==> config.mk <==
export PLATFORM = sky130hd
export DESIGN_NAME = cmp_share_arb
export DESIGN_NICKNAME = d
export VERILOG_FILES = /design/src/rtl/cmp_pkg.sv /design/src/rtl/cmp_unit.sv /design/src/rtl/cmp_share_arb.sv
export SDC_FILE = /design/constraint.sdc
export NUM_CORES = 1
export LEC_CHECK = 0
export ABC_CLOCK_PERIOD_IN_PS = 7000
export CAP_MARGIN = 20
export CELL_PAD_IN_SITES_DETAIL_PLACEMENT = 0
export CELL_PAD_IN_SITES_GLOBAL_PLACEMENT = 1
export CORE_AREA = 2 2 106 67
export CTS_BUF_LIST = sky130_fd_sc_hd__clkbuf_16
export CTS_CLUSTER_DIAMETER = 60
export DETAILED_ROUTE_END_ITERATION = 6
export DIE_AREA = 0 0 108 69
export PLACE_DENSITY_LB_ADDON = 0.1
export SKIP_LAST_GASP = 1
export SLEW_MARGIN = 0
export SYNTH_ARGS = -nofsm -noshare
export SYNTH_HDL_FRONTEND = slang
export SYNTH_SLANG_ARGS = --single-unit
==> constraint.sdc <==
create_clock -name clk -period 7 [get_ports clk]
set_clock_uncertainty 0.15 [all_clocks]
set_input_delay 2.1 -clock clk [delete_from_list [all_inputs] [get_ports clk]]
set_output_delay 2.1 -clock clk [all_outputs]
set_load 0.05 [all_outputs]
==> src/rtl/cmp_pkg.sv <==
// Shared definitions for the comparator-sharing arbiter.
// Holds the op-code encodings, the sequencer state encodings and the op-code width.
package cmp_pkg;

    localparam int OPW = 3;

    localparam logic [OPW-1:0] OP_LT   = 3'd0;
    localparam logic [OPW-1:0] OP_GT   = 3'd1;
    localparam logic [OPW-1:0] OP_LE   = 3'd2;
    localparam logic [OPW-1:0] OP_GE   = 3'd3;
    localparam logic [OPW-1:0] OP_EQ   = 3'd4;
    localparam logic [OPW-1:0] OP_NEQ  = 3'd5;
    localparam logic [OPW-1:0] OP_CEQ  = 3'd6;
    localparam logic [OPW-1:0] OP_CNEQ = 3'd7;

    localparam logic [1:0] S_IDLE = 2'd0;
    localparam logic [1:0] S_EXEC = 2'd1;
    localparam logic [1:0] S_RESP = 2'd2;

endpackage

==> src/rtl/cmp_unit.sv <==
// Combinational unsigned relational/equality comparator; the single shared resource.
// Ports:
//   a, b : W-bit unsigned operands
//   op   : op code (LT, GT, LE, GE, EQ, NEQ, CEQ, CNEQ)
//   res  : 1-bit comparison result
module cmp_unit
    import cmp_pkg::*;
#(
    parameter int W = 4
) (
    input  logic [W-1:0]   a,
    input  logic [W-1:0]   b,
    input  logic [OPW-1:0] op,
    output logic           res
);

    always_comb begin
        res = 1'b0;
        case (op)
            OP_LT:   res = (a <  b);
            OP_GT:   res = (a >  b);
            OP_LE:   res = (a <= b);
            OP_GE:   res = (a >= b);
            OP_EQ:   res = (a == b);
            OP_NEQ:  res = (a != b);
            // Case equality always resolves to 0/1, even with X/Z operands.
            OP_CEQ:  res = (a === b);
            OP_CNEQ: res = (a !== b);
            default: res = 1'b0;
        endcase
    end

endmodule

==> src/rtl/cmp_share_arb.sv <==
// Round-robin arbiter and sequencer sharing one comparator among NREQ requesters.
//
// state  | meaning
// IDLE   | no operation in flight; arbitrate among requesters
// EXEC   | comparator evaluates latched operands; result registered at the edge
// RESP   | result presented; on handshake, count it and optionally re-arbitrate
//
// Ports:
//   clk, rst             : clock, synchronous active-high reset
//   req_valid/req_ready  : per-requester handshake (req_ready one-hot or zero)
//   req_a, req_b, req_op : packed per-requester operands and op codes
//   rsp_valid/rsp_ready  : result handshake
//   rsp_id, rsp_res, rsp_op : owner id, comparison result, executed op
//   cmp_count            : saturating count of completed responses
module cmp_share_arb
    import cmp_pkg::*;
#(
    parameter int NREQ = 4,
    parameter int W    = 4,
    parameter int IDW  = 2,
    parameter int CNTW = 16
) (
    input  logic              clk,
    input  logic              rst,
    input  logic [NREQ-1:0]   req_valid,
    output logic [NREQ-1:0]   req_ready,
    input  logic [NREQ*W-1:0] req_a,
    input  logic [NREQ*W-1:0] req_b,
    input  logic [NREQ*3-1:0] req_op,
    output logic              rsp_valid,
    input  logic              rsp_ready,
    output logic [IDW-1:0]    rsp_id,
    output logic              rsp_res,
    output logic [OPW-1:0]    rsp_op,
    output logic [CNTW-1:0]   cmp_count
);

    logic [1:0]     state;
    logic [IDW-1:0] ptr;
    logic [W-1:0]   a_q;
    logic [W-1:0]   b_q;
    logic [OPW-1:0] op_q;
    logic [IDW-1:0] id_q;
    logic           cmp_res;

    logic           arb_en;
    logic           found;
    logic           take;
    logic [IDW-1:0] win;

    function automatic logic [IDW-1:0] rr_idx(input logic [IDW-1:0] p, input int k);
        int s;
        s = int'(p) + k;
        if (s >= NREQ) s = s - NREQ;
        return IDW'(s);
    endfunction

    cmp_unit #(.W(W)) u_cmp (
        .a   (a_q),
        .b   (b_q),
        .op  (op_q),
        .res (cmp_res)
    );

    // Arbitration is open in IDLE and in the RESP cycle where the result handshakes.
    assign arb_en = !rst && ((state == S_IDLE) ||
                             (state == S_RESP && rsp_valid && rsp_ready));

    // Scan from the farthest offset down so the nearest valid requester to ptr wins.
    always_comb begin
        found = 1'b0;
        win   = '0;
        for (int k = NREQ - 1; k >= 0; k--) begin
            if (req_valid[rr_idx(ptr, k)]) begin
                found = 1'b1;
                win   = rr_idx(ptr, k);
            end
        end
    end

    assign take      = arb_en && found;
    assign req_ready = take ? (NREQ'(1) << win) : '0;

    always_ff @(posedge clk) begin
        if (rst) begin
            state     <= S_IDLE;
            ptr       <= '0;
            a_q       <= '0;
            b_q       <= '0;
            op_q      <= '0;
            id_q      <= '0;
            rsp_valid <= 1'b0;
            rsp_id    <= '0;
            rsp_res   <= 1'b0;
            rsp_op    <= '0;
            cmp_count <= '0;
        end else begin
            if (take) begin
                a_q  <= req_a[win*W +: W];
                b_q  <= req_b[win*W +: W];
                op_q <= req_op[win*3 +: 3];
                id_q <= win;
                ptr  <= (win == IDW'(NREQ - 1)) ? '0 : win + IDW'(1);
            end

            case (state)
                S_IDLE: begin
                    if (take) state <= S_EXEC;
                end
                S_EXEC: begin
                    rsp_res   <= cmp_res;
                    rsp_id    <= id_q;
                    rsp_op    <= op_q;
                    rsp_valid <= 1'b1;
                    state     <= S_RESP;
                end
                S_RESP: begin
                    if (rsp_ready) begin
                        rsp_valid <= 1'b0;
                        if (cmp_count != '1) cmp_count <= cmp_count + CNTW'(1);
                        state <= take ? S_EXEC : S_IDLE;
                    end
                end
                default: state <= S_IDLE;
            endcase
        end
    end

endmodule

Word level (Yosys, flattened, before mapping)
Cells that the tools add are included.
{"block": "totals", "in_bits": 51, "regBits": 40, "wordCells": 95}
{"block": "classes", "n_addsub": 9, "n_eq_ne": 17, "shifts": 4, "n_reduce_logical": 12, "mux": 29, "magnitude_cmp": 12, "multipliers": 1}
{"op": "$shiftx 16x5->4", "n": 2}
{"op": "$mux 2", "n": 11}
{"op": "$add 16x1->16 const B", "n": 1}
{"op": "$ne 16x16->1 const B", "n": 1}
{"op": "$eq 3x3->1 const B", "n": 4}
{"op": "$lt 2x3->1 const B", "n": 4}
{"op": "$shiftx 12x5->3", "n": 1}
{"op": "$mux 1", "n": 10}
{"op": "$ge 3x3->1 const B", "n": 3}
{"op": "$bmux 1 s2", "n": 4}
{"op": "$pmux 1 s8", "n": 1}
{"op": "$sub 2x1->2 const B", "n": 4}
{"op": "$add 2x2->3 const B", "n": 2}
{"op": "$eq 3x2->1 const B", "n": 2}
{"op": "$pmux 2 s3", "n": 1}
{"op": "$eq 2x2->1 const B", "n": 2}
{"op": "$eq 4x4->1", "n": 1}
{"op": "$eqx 4x4->1", "n": 1}
{"op": "$ge 4x4->1", "n": 1}
{"op": "$gt 4x4->1", "n": 1}
{"op": "$le 4x4->1", "n": 1}
{"op": "$logic_and 1x1->1", "n": 4}
{"op": "$lt 4x4->1", "n": 1}
{"op": "$mul 2x2->4 const B", "n": 1}
{"op": "18 further kinds", "n": 20}

Longest topological paths before layout
Gate-level depths: netlist (run 1).
{"block": "logic_depth", "ltp_word": 13, "mapped_depth": 8, "ltp_nobuf": 7}

Cells and area by module
Synthesis (run 1) repeated with hierarchy kept, for this count alone.
{"block": "unflattened", "hier_cells": 241, "area_unflattened_um2": 2255.9}
{"mod": "cmp_share_arb", "seq_area_each_um2": 800.8, "cells_per_inst": 222, "area_each_um2": 2100.8, "n_inst": 1}
{"mod": "cmp_unit", "seq_area_each_um2": 0.0, "cells_per_inst": 19, "area_each_um2": 155.1, "n_inst": 1}

Least setup slack after synthesis (run 1)
Ideal clock, no wire load.
{"block": "synth_path", "path_kind": "input to output", "startpoint": "input req_valid[0]", "endpoint": "output req_ready[3]", "stages": 7, "required_time_ns": 4.750, "arrival_ns": 3.453, "slack_ns": 1.297, "path_buffers": 2, "path_cell_list": "a21oi_1 o21ai_1 o2bb2a_1 buf_2 buf_4 ha_1 and2_1"}
{"block": "synth_via", "elab_chain_cells": 8}
{"element": "start, declared", "line": "cmp_share_arb.sv:25", "source": "input logic [NREQ-1:0] req_valid,"}
{"element": "$bmux 1 s2", "line": "cmp_share_arb.sv:74", "source": "if (req_valid[rr_idx(ptr, k)]) begin"}
{"element": "$mux 1 (implied by the code)", "line": "cmp_share_arb.sv:74"}
{"element": "$mux 2 (3 in series)", "line": "cmp_share_arb.sv:74"}
{"element": "$mux 2 (*)", "line": "cmp_share_arb.sv:74"}
{"element": "named net win[1]", "line": "cmp_share_arb.sv:49", "source": "logic [IDW-1:0] win;"}
{"element": "$shl 1x2->4 (*)", "line": "cmp_share_arb.sv:82", "source": "assign req_ready = take ? (NREQ'(1) << win) : '0;"}
{"element": "$mux 4 (*)", "line": "cmp_share_arb.sv:82"}
{"element": "end, declared", "line": "cmp_share_arb.sv:26", "source": "output logic [NREQ-1:0] req_ready,"}
The timed path passes the listed nets; every way through them passes the cells marked *. The select of a mux whose other input is x is not followed.

Worst setup path after layout (run 1)
{"block": "layout_path", "startpoint": "input req_valid[0]", "endpoint": "output req_ready[0]"}
{"block": "layout_via", "elab_chain_cells": 8}
{"element": "$bmux 1 s2", "line": "cmp_share_arb.sv:74"}
{"element": "$mux 1 (implied by the code)", "line": "cmp_share_arb.sv:74"}
{"element": "$mux 2 / $mux 1 (equally long branches) (4 in series)", "line": "cmp_share_arb.sv:74"}
{"element": "$shl 1x2->4 / $logic_and 1x1->1 (equally long branches)", "line": "cmp_share_arb.sv:82, cmp_share_arb.sv:81"}
{"element": "$mux 4 (*)", "line": "cmp_share_arb.sv:82"}
Mark *: on every way between the ends. The rest lies on a longest branch, timed or not. The select of a mux whose other input is x is not followed.

==> flow_summary.yaml, run 1 <==
die:
  coreArea_um2: 6470
  dieHeight_um: 69
  start_util_pct: 34.3
  die_x_um: 108
  rows: 23
  ios: 78
  dieArea_um2: 7450
place:
  gp_congestion: 0.764
  place_inst: 403
  hpwl_mm: 4.24
  port_buffers: 77
grt:
  overflow: 0
  grt_max_degree: 40
  first_global_vias: 1965
  antenna_found_initial: 0
  grt_util_all_layers_pct: 16.0
  grt_pass1_wl_mm: 9.51
final_layout:
  area_delta_synth_final_pct: 45.5
  nets: 383
  seqCellArea_um2: 801
  instances_no_fill: 410
  multi_input_area_um2: 1310
  layout-drive-gt1-share_pct: 6.50
  antenna_cells: 0
  fillers: 630
logic_synthesis:
  synth-seq-cells: 40
  synth_edf_count: 0
  netlist_area_um2: 2220
  yosysUniqueCellTypes: 44
  avgSynthCellArea_um2: 8.91
  postSynth.asyncResetShare_pct: 0
  synth_flop_cell: "dfxtp_1"
  yosysWarningCount: 0
  synth_seq_area_share_pct: 36.1
  synth_nets: 309
  syn_inst: 249
cts:
  clk_latency_ns: 0.28
  clk_pin_slew_ns: 0.06
  clockBufferDepth: 2
  cts_made_buffers: 5
  post_cts_resized: 0
  holdBufCountCts: 0
  post_cts_buffers: 0
  cts_tree: "yes"
  clockRootBuffer: "clkbuf_16"
  h-tree-depth: 2
  clock_sinks: 40
power_and_ir_drop:
  pwr-share-seq_pct: 40.7
  clkPwrFrac_pct: 33.5
  swShare_pct: 28.4
  p_per_area_nw_per_um2: 198
  p_int_uw: 458
  power_switching_uw: 182
  p_comb_share_pct: 25.7
  power.leakage_nw: 1.21
  vdd_drop_max_mv: 0.0917
run:
  cap_violations: 0
timing:
  setup_viol: 0
  fin_crit_sh_pct: 88.1
  hold_viol: 0
  rsz0062_at_grt: "no"
  slew_violations: 0
  tns_ns: 0
  slew_headroom_pct: 52.5
  period_minus_slack_ns: 6.17
  fmax_ghz: 0.162
  worst_pin_slew_ns: 0.708
routing:
  drc: 0
  vias: 2034
  first_pass_iters: 4
  routed_wl_mm: 5.65
  drt-vias-per-instance: 4.96
  drtIter0Drc: 85
  wire_per_inst_um: 13.8
  ant_nets: 0
worst_setup_path:
  cp-end-kind: "output port"
  cp_max_fo: 13
  crit_arrival_ns: 3.92
  crit_required_ns: 4.75
  startpoint_type: "primary input"
  path_class: "primary input to output port"
outcome:
  status: "complete, no violations"
worst_hold_path:
  hold_class: "flop to flop"
final cells by class:
class	count	area share, %
clock buffers	5	3.88
clock inverters	2	0.271
inverters	11	1.28
multi-input cells	185	40.6
flip-flops and latches	40	24.8
well taps	87	3.37
repair buffers	80	25.8
per-layer routing:
metal,GRT usage [%],wire [um]
met1,24.5,3140
met2,21.7,2120
met3,5.01,343
met4,3.42,49
met5,0,0
registers in the layout, summed over array words and instances, names as in the netlist:
signal,flops
rsp_id,2
cmp_count,16
op_q,3
a_q,4
b_q,4
state,2
rsp_res,1
ptr,2
id_q,2
rsp_op,3
rsp_valid,1
cells in the mapped netlist (3+ instances only):
cell,n,area (um2)
ha_1,9,113
nor2_1,20,75.1
buf_2,3,15.0
nand3b_1,7,52.6
mux2i_1,24,240
o221ai_1,11,96.3
or3_1,7,43.8
and3_1,3,18.8
clkbuf_1,7,26.3
xor2_1,12,105
o21ai_1,6,30.0
dfxtp_1,40,801
a21oi_1,15,75.1
inv_1,9,33.8
nand4_1,7,43.8
nand3_1,5,25.0
and2_1,5,31.3
nand2_1,24,90.1
worst max-delay path, cell delays in order:
cell and delay, ns:
clkdlybuf4s50_1 0.54, nor4_1 0.09, or4_1 0.47, buf_4 0.20
inv_2 0.16, and2_1 0.21, buf_12 0.15
logic make-up after synthesis:
group	count (synthesis)	synth area share (%)
AOI/OAI and AO/OA	44	14.0
xor gates and xnor gates	14	5.53
adders and majority gates	9	5.08
buffers and inverters	24	4.91
DFF	40	36.1
muxes	24	10.8
and+or+nand+nor	94	23.6
through the flow:
| stage | setup WS (ns) | cell area (um2) | util (%) | hold WS [ns] | total power, mW |
|---|---|---|---|---|---|
| finish | 0.832 | 3230 | 49.8 | 0.309 | 0.640 |
| global placement | 0.862 | 3090 | 47.8 | 0.303 | 0.431 |
| CTS | 0.816 | 3230 | 49.8 | 0.311 | 0.648 |
| detailed placement | 0.821 | 3090 | 47.8 | 0.300 | 0.431 |
| global route | 0.745 | 3230 | 49.8 | 0.337 | 0.677 |
| floorplan | 1.30 | 2220 | - | 0.282 | 0.367 |
placed cells by master (no fill, tap or decap), types with 2 or more instances in the layout:
| master | n |
|---|---|
| nand2b_1 | 2 |
| o21a_1 | 2 |
| and4_1 | 2 |
| buf_12 | 4 |
| xnor2_1 | 2 |
| xor2_1 | 12 |
| nor2b_1 | 2 |
| ha_1 | 9 |
| inv_2 | 2 |
| or4_1 | 2 |
| o221ai_1 | 11 |
| nand2_1 | 24 |
| buf_4 | 3 |
| dfxtp_1 | 40 |
| or3_1 | 7 |
| clkbuf_16 | 5 |
| nor2_1 | 20 |
| and3_1 | 3 |
| nand3b_1 | 7 |
| clkdlybuf4s50_1 | 73 |
| mux2i_1 | 24 |
| inv_1 | 10 |
| nand4_1 | 7 |
| and2_1 | 5 |
| o21ai_1 | 6 |
| a21oi_1 | 15 |
| nor3_1 | 2 |
| nand3_1 | 5 |
power by group through the flow:
stage | sequential, mW | clock, mW | combinational [mW]
after floorplan | 0.272 | 0 | 0.0949
after global placement | 0.265 | 0 | 0.166
after detailed placement | 0.265 | 0 | 0.165
after CTS | 0.261 | 0.221 | 0.166
after global routing | 0.263 | 0.231 | 0.183
final | 0.261 | 0.215 | 0.165
path summary, 6_finish.rpt:
| check | startpoint | to | slack, ns | cells after the start |
|---|---|---|---|---|
| hold / removal | id_q[0] | id_q[0] | 0.31 | 2 |
| hold reg to reg | id_q[0] | id_q[0] | 0.31 | 2 |
| setup / recovery | req_valid[0] | req_ready[0] | 0.83 | 7 |
| setup reg to reg | state[1] | b_q[0] | 4.91 | 6 |
Power figures use the tool's default switching activity.
==> run 2, diff against run 1 <==
- GPL_TIMING_DRIVEN: unset -> 0
==> flow_summary.yaml, run 2 (same netlist as run 1, synthesis figures left out) <==
timing:
  fin_crit_sh_pct: 93.3
  setup_viol: 0
  hold_viol: 0
  fmax_ghz: 0.153
  period_minus_slack_ns: 6.53
  rsz0062_at_grt: "no"
  slew_violations: 0
  worst_pin_slew_ns: 0.600
  tns_ns: 0
  slew_headroom_pct: 59.7
routing:
  wire_per_inst_um: 13.9
  drc: 0
  routed_wl_mm: 5.87
  drt-vias-per-instance: 4.83
  vias: 2032
  first_pass_iters: 4
  ant_nets: 0
  drtIter0Drc: 55
die:
  rows: 23
  start_util_pct: 34.3
  die_x_um: 108
  dieArea_um2: 7450
  ios: 78
  coreArea_um2: 6470
  dieHeight_um: 69
power_and_ir_drop:
  power.leakage_nw: 1.29
  power_uw: 681
  vdd_drop_max_mv: 0.156
  p_per_area_nw_per_um2: 208
worst_setup_path:
  r2r-end: "ptr[0]"
  crit_cells: 9
  crit_required_ns: 4.75
  startpoint: "req_valid[0]"
  r2r_start: "ptr[1]"
  r2r_slack_ns: 4.79
  path_class: "primary input to output port"
  crit_path_end: "req_ready[3]"
  rr_worst_depth: 8
  critPathSlowestCell: "clkdlybuf4s50_1"
  cpLargestDelayFamily: "buffers and inverters"
  worstPathCellList: "clkdlybuf4s50_1 -> a21oi_1 -> o21ai_1 -> o2bb2a_1 -> buf_2 -> buf_4 -> ha_1 -> and2_1 -> dlymetal6s2s_1"
  cp_max_fo: 11
  crit_arrival_ns: 4.28
  startpoint_type: "primary input"
  cp-end-kind: "output port"
  path_buf_inv: 4
  cp_slowest_stage_delay_ns: 0.47
place:
  port_buffers: 77
  gp_congestion: 0.767
  hpwl_mm: 4.52
cts:
  h-tree-depth: 2
  clk_latency_ns: 0.27
  cts_made_buffers: 5
  clk_pin_slew_ns: 0.06
  clockRootBuffer: "clkbuf_16"
  clock_sinks: 40
  clockBufferDepth: 2
  holdBufCountCts: 0
  cts_tree: "yes"
final_layout:
  antenna_cells: 0
  area_delta_synth_final_pct: 47.4
  final_cell_mix: "clkdlybuf4s50_1 (73), dfxtp_1 (40), mux2i_1 (24), nand2_1 (24), nor2_1 (20)"
  fillers: 622
  final_common_cell: "clkdlybuf4s50_1"
  biggestRegsByFlops: "cmp_count (16), a_q (4), b_q (4)"
  layout-drive-gt1-share_pct: 5.99
  nets: 393
  max_flop_register: "cmp_count"
  largest_reg_flops: 16
grt:
  antenna_found_initial: 0
  overflow: 0
  first_global_vias: 1922
  grt_max_degree: 13
  grt_pass1_wl_mm: 9.80
  grt_util_all_layers_pct: 16.5
outcome:
  status: "complete, no violations"
run:
  cap_violations: 0
worst_hold_path:
  hold_class: "flop to flop"
[run 2: cell types whose count changed in the layout (fill, tap and decap cells not counted), sizes merged]
cell | previous run | this run
clkinv | 1 | 2
dlymetal6s2s | 0 | 4
clkbuf | 5 | 12
inv | 12 | 11
bufinv | 0 | 1
buf | 7 | 6
[run 2: where the power goes]
part	internal (mW)	leakage (nW)	total, mW	switching [mW]
clock network	0.166	0.0789	0.255	0.0890
registers	0.246	0.326	0.261	0.0146
logic	0.0822	0.883	0.166	0.0836
[run 2: worst min-delay path: stages (launching register included)]
cell and delay (ns):
dfxtp_1 0.31, nand2_1 0.05, a21oi_1 0.05
[run 2: stage by stage]
step                instances  hold slack, ns  util [%]  worst slack (ns)  instance area (um2)
detailed placement        413           0.303      47.8            0.0646                 3100
floorplan                 249           0.282         -              1.30                 2220
global route              421           0.327      50.5             0.289                 3270
CTS                       421           0.319      50.4            0.0551                 3260
finish                    421           0.317      50.5             0.466                 3270
global placement          413           0.297      47.8            0.0737                 3100
[run 2: per-layer routing]
metal | part of all wire [%] | vias up | GRT usage [%]
met5 | 0 | - | 0
met4 | 0.32 | 0 | 1.71
met3 | 4.8 | 2 | 4.35
met2 | 36 | 45 | 21.7
met1 | 59 | 922 | 27.0
li1 | - | 1063 | -
[run 2: layout make-up]
cell class | instances | area (um2) | area share, %
Tap cell | 87 | 109 | 3.33
Timing Repair Buffer | 77 | 781 | 23.9
Clock inverter | 3 | 37.5 | 1.15
Buffer | 13 | 67.6 | 2.07
Sequential cell | 40 | 801 | 24.5
Inverter | 11 | 41.3 | 1.26
Multi-Input combinational cell | 185 | 1310 | 40.0
Clock buffer | 5 | 125 | 3.83
[run 2: how the worst min path moves through the flow]
stage	slack, ns	start	end	depth (start not counted)
finish	0.32	rsp_op[2]	rsp_op[2]	2
CTS	0.32	rsp_id[1]	rsp_id[1]	2
floorplan	0.28	id_q[0]	rsp_id[0]	2
global route	0.33	rsp_op[0]	rsp_op[0]	2
global placement	0.30	id_q[1]	id_q[1]	2
detailed placement	0.30	rsp_op[0]	rsp_op[0]	2
[run 2: repair_timing]
| item | 4_1_cts | 5_1_grt |
|---|---|---|
| setup buffers | 0 | 0 |
| gates resized for setup | 0 | 4 |
| endpoints found under the setup margin | 0 | 4 |
==> run 3, diff against run 2 <==
--- a/config.mk
+++ b/config.mk
@@ -8,3 +8,3 @@
 export ABC_CLOCK_PERIOD_IN_PS = 7000
-export CAP_MARGIN = 20
+export CAP_MARGIN = 25
 export CELL_PAD_IN_SITES_DETAIL_PLACEMENT = 0
@@ -18,2 +18,3 @@
 export PLACE_DENSITY_LB_ADDON = 0.1
+export RECOVER_POWER = 50
 export SKIP_LAST_GASP = 1
==> constraint.sdc (replaced) <==
create_clock -name clk -period 7 [get_ports clk]
set_clock_uncertainty 0.15 [all_clocks]
set_input_delay 1.4 -clock clk [delete_from_list [all_inputs] [get_ports clk]]
set_output_delay 1.4 -clock clk [all_outputs]
set_load 0.05 [all_outputs]
==> flow_summary.yaml, run 3 (same netlist as run 1, synthesis figures left out) <==
grt:
  first_global_vias: 1922
  grt_max_degree: 13
  antenna_found_initial: 0
  grt_util_all_layers_pct: 16.5
  grt_pass1_wl_mm: 9.80
  overflow: 0
power_and_ir_drop:
  p_comb_share_pct: 24.2
  power_switching_uw: 186
  swShare_pct: 27.4
  p_int_uw: 493
  clkPwrFrac_pct: 37.4
  pwr-share-seq_pct: 38.4
  p_per_area_nw_per_um2: 209
  power.leakage_nw: 1.24
  vdd_drop_max_mv: 0.155
cts:
  clockRootBuffer: "clkbuf_16"
  clockBufferDepth: 2
  cts_tree: "yes"
  cts_made_buffers: 5
  h-tree-depth: 2
  post_cts_resized: 0
  clk_latency_ns: 0.27
  clk_pin_slew_ns: 0.06
  post_cts_buffers: 0
  clock_sinks: 40
  holdBufCountCts: 0
routing:
  drt-vias-per-instance: 4.81
  drc: 0
  ant_nets: 0
  routed_wl_mm: 5.84
  wire_per_inst_um: 13.9
  vias: 2026
  drtIter0Drc: 66
  first_pass_iters: 4
outcome:
  status: "complete, no violations"
final_layout:
  final_util_pct: 50.1
  layout-drive-gt1-share_pct: 5.39
  area_delta_synth_final_pct: 46.2
  antenna_cells: 0
  largest_reg_flops: 16
  fillers: 626
  nets: 393
  stdcell_area_um2: 3240
  biggestRegsByFlops: "cmp_count (16), a_q (4), b_q (4)"
  final_common_cell: "clkdlybuf4s50_1"
  max_flop_register: "cmp_count"
  final_cell_mix: "clkdlybuf4s50_1 (62), dfxtp_1 (40), mux2i_1 (24), nand2_1 (24), nor2_1 (20)"
worst_setup_path:
  path_class: "primary input to output port"
  r2r_start: "ptr[1]"
  rr_worst_depth: 8
  startpoint_type: "primary input"
  crit_required_ns: 5.45
  r2r-end: "ptr[0]"
  cp_max_fo: 10
  cp-end-kind: "output port"
  r2r_slack_ns: 4.78
  crit_arrival_ns: 4.11
timing:
  slew_violations: 0
  period_minus_slack_ns: 5.66
  worst_pin_slew_ns: 0.771
  slew_headroom_pct: 48.1
  fin_crit_sh_pct: 80.8
  rsz0062_at_grt: "no"
  tns_ns: 0
  hold_viol: 0
  setup_viol: 0
  fmax_ghz: 0.177
die:
  die_x_um: 108
  start_util_pct: 34.3
  ios: 78
  coreArea_um2: 6470
  dieArea_um2: 7450
  rows: 23
  dieHeight_um: 69
worst_hold_path:
  hold_class: "flop to flop"
  hp-start: "rsp_op[2]"
  hold-path-cell-count: 2
  hold_end: "rsp_op[2]"
place:
  port_buffers: 77
  gp_congestion: 0.767
  hpwl_mm: 4.52
  placed_area_um2: 3100
run:
  cap_violations: 0
## run 3: through the flow
step | total power [mW] | std cells | setup WS [ns] | hold WS [ns]
6_report | 0.679 | 421 | 1.34 | 0.315
5_1_grt | 0.716 | 421 | 1.17 | 0.324
4_1_cts | 0.689 | 421 | 1.46 | 0.319
3_5_place_dp | 0.432 | 413 | 1.46 | 0.303
3_3_place_gp | 0.431 | 413 | 1.47 | 0.297
2_1_floorplan | 0.367 | 249 | 2.70 | 0.282
## run 3: final cells by class
cell class,instances,area [um2],area share [%]
multi-input cells,185,1290,39.9
flip-flops and latches,40,801,24.7
clock inverters,3,37.5,1.16
repair buffers,77,771,23.8
plain buffers,13,66.3,2.04
clock buffers,5,125,3.86
inverters,11,41.3,1.27
well taps,87,109,3.36
## run 3: how the worst max path moves through the flow
stage,from,endpoint,slack [ns]
global route,rsp_ready,req_ready[3],1.17
finish,rsp_ready,req_ready[3],1.34
floorplan,req_valid[0],req_ready[3],2.70
CTS,req_valid[0],req_ready[3],1.46
detailed placement,req_valid[0],req_ready[3],1.46
global placement,req_valid[0],req_ready[3],1.47
## run 3: power groups by stage
stage	clock network, mW	logic (mW)	registers [mW]
after floorplan	0	0.0949	0.272
after global placement	0	0.166	0.265
after detailed placement	0	0.167	0.265
after CTS	0.260	0.168	0.261
after global routing	0.270	0.183	0.263
final	0.254	0.164	0.261
## run 3: routing by layer
metal	GRT usage [%]	up-vias	part of all wire, %	wire length [um]
li1	-	1061	-	-
met1	27.0	921	58	3410
met5	0	-	0	0
met3	4.35	2	4.9	289
met4	1.71	0	0.33	19
met2	21.7	42	36	2120
## run 3: worst max-delay path, cell delays in order
cell and delay (ns):
dlygate4sd3_1 0.62, a21boi_0 0.12, or4_1 0.50, inv_2 0.11, clkbuf_1 0.35, and2_1 0.20
clkdlybuf4s50_1 0.80
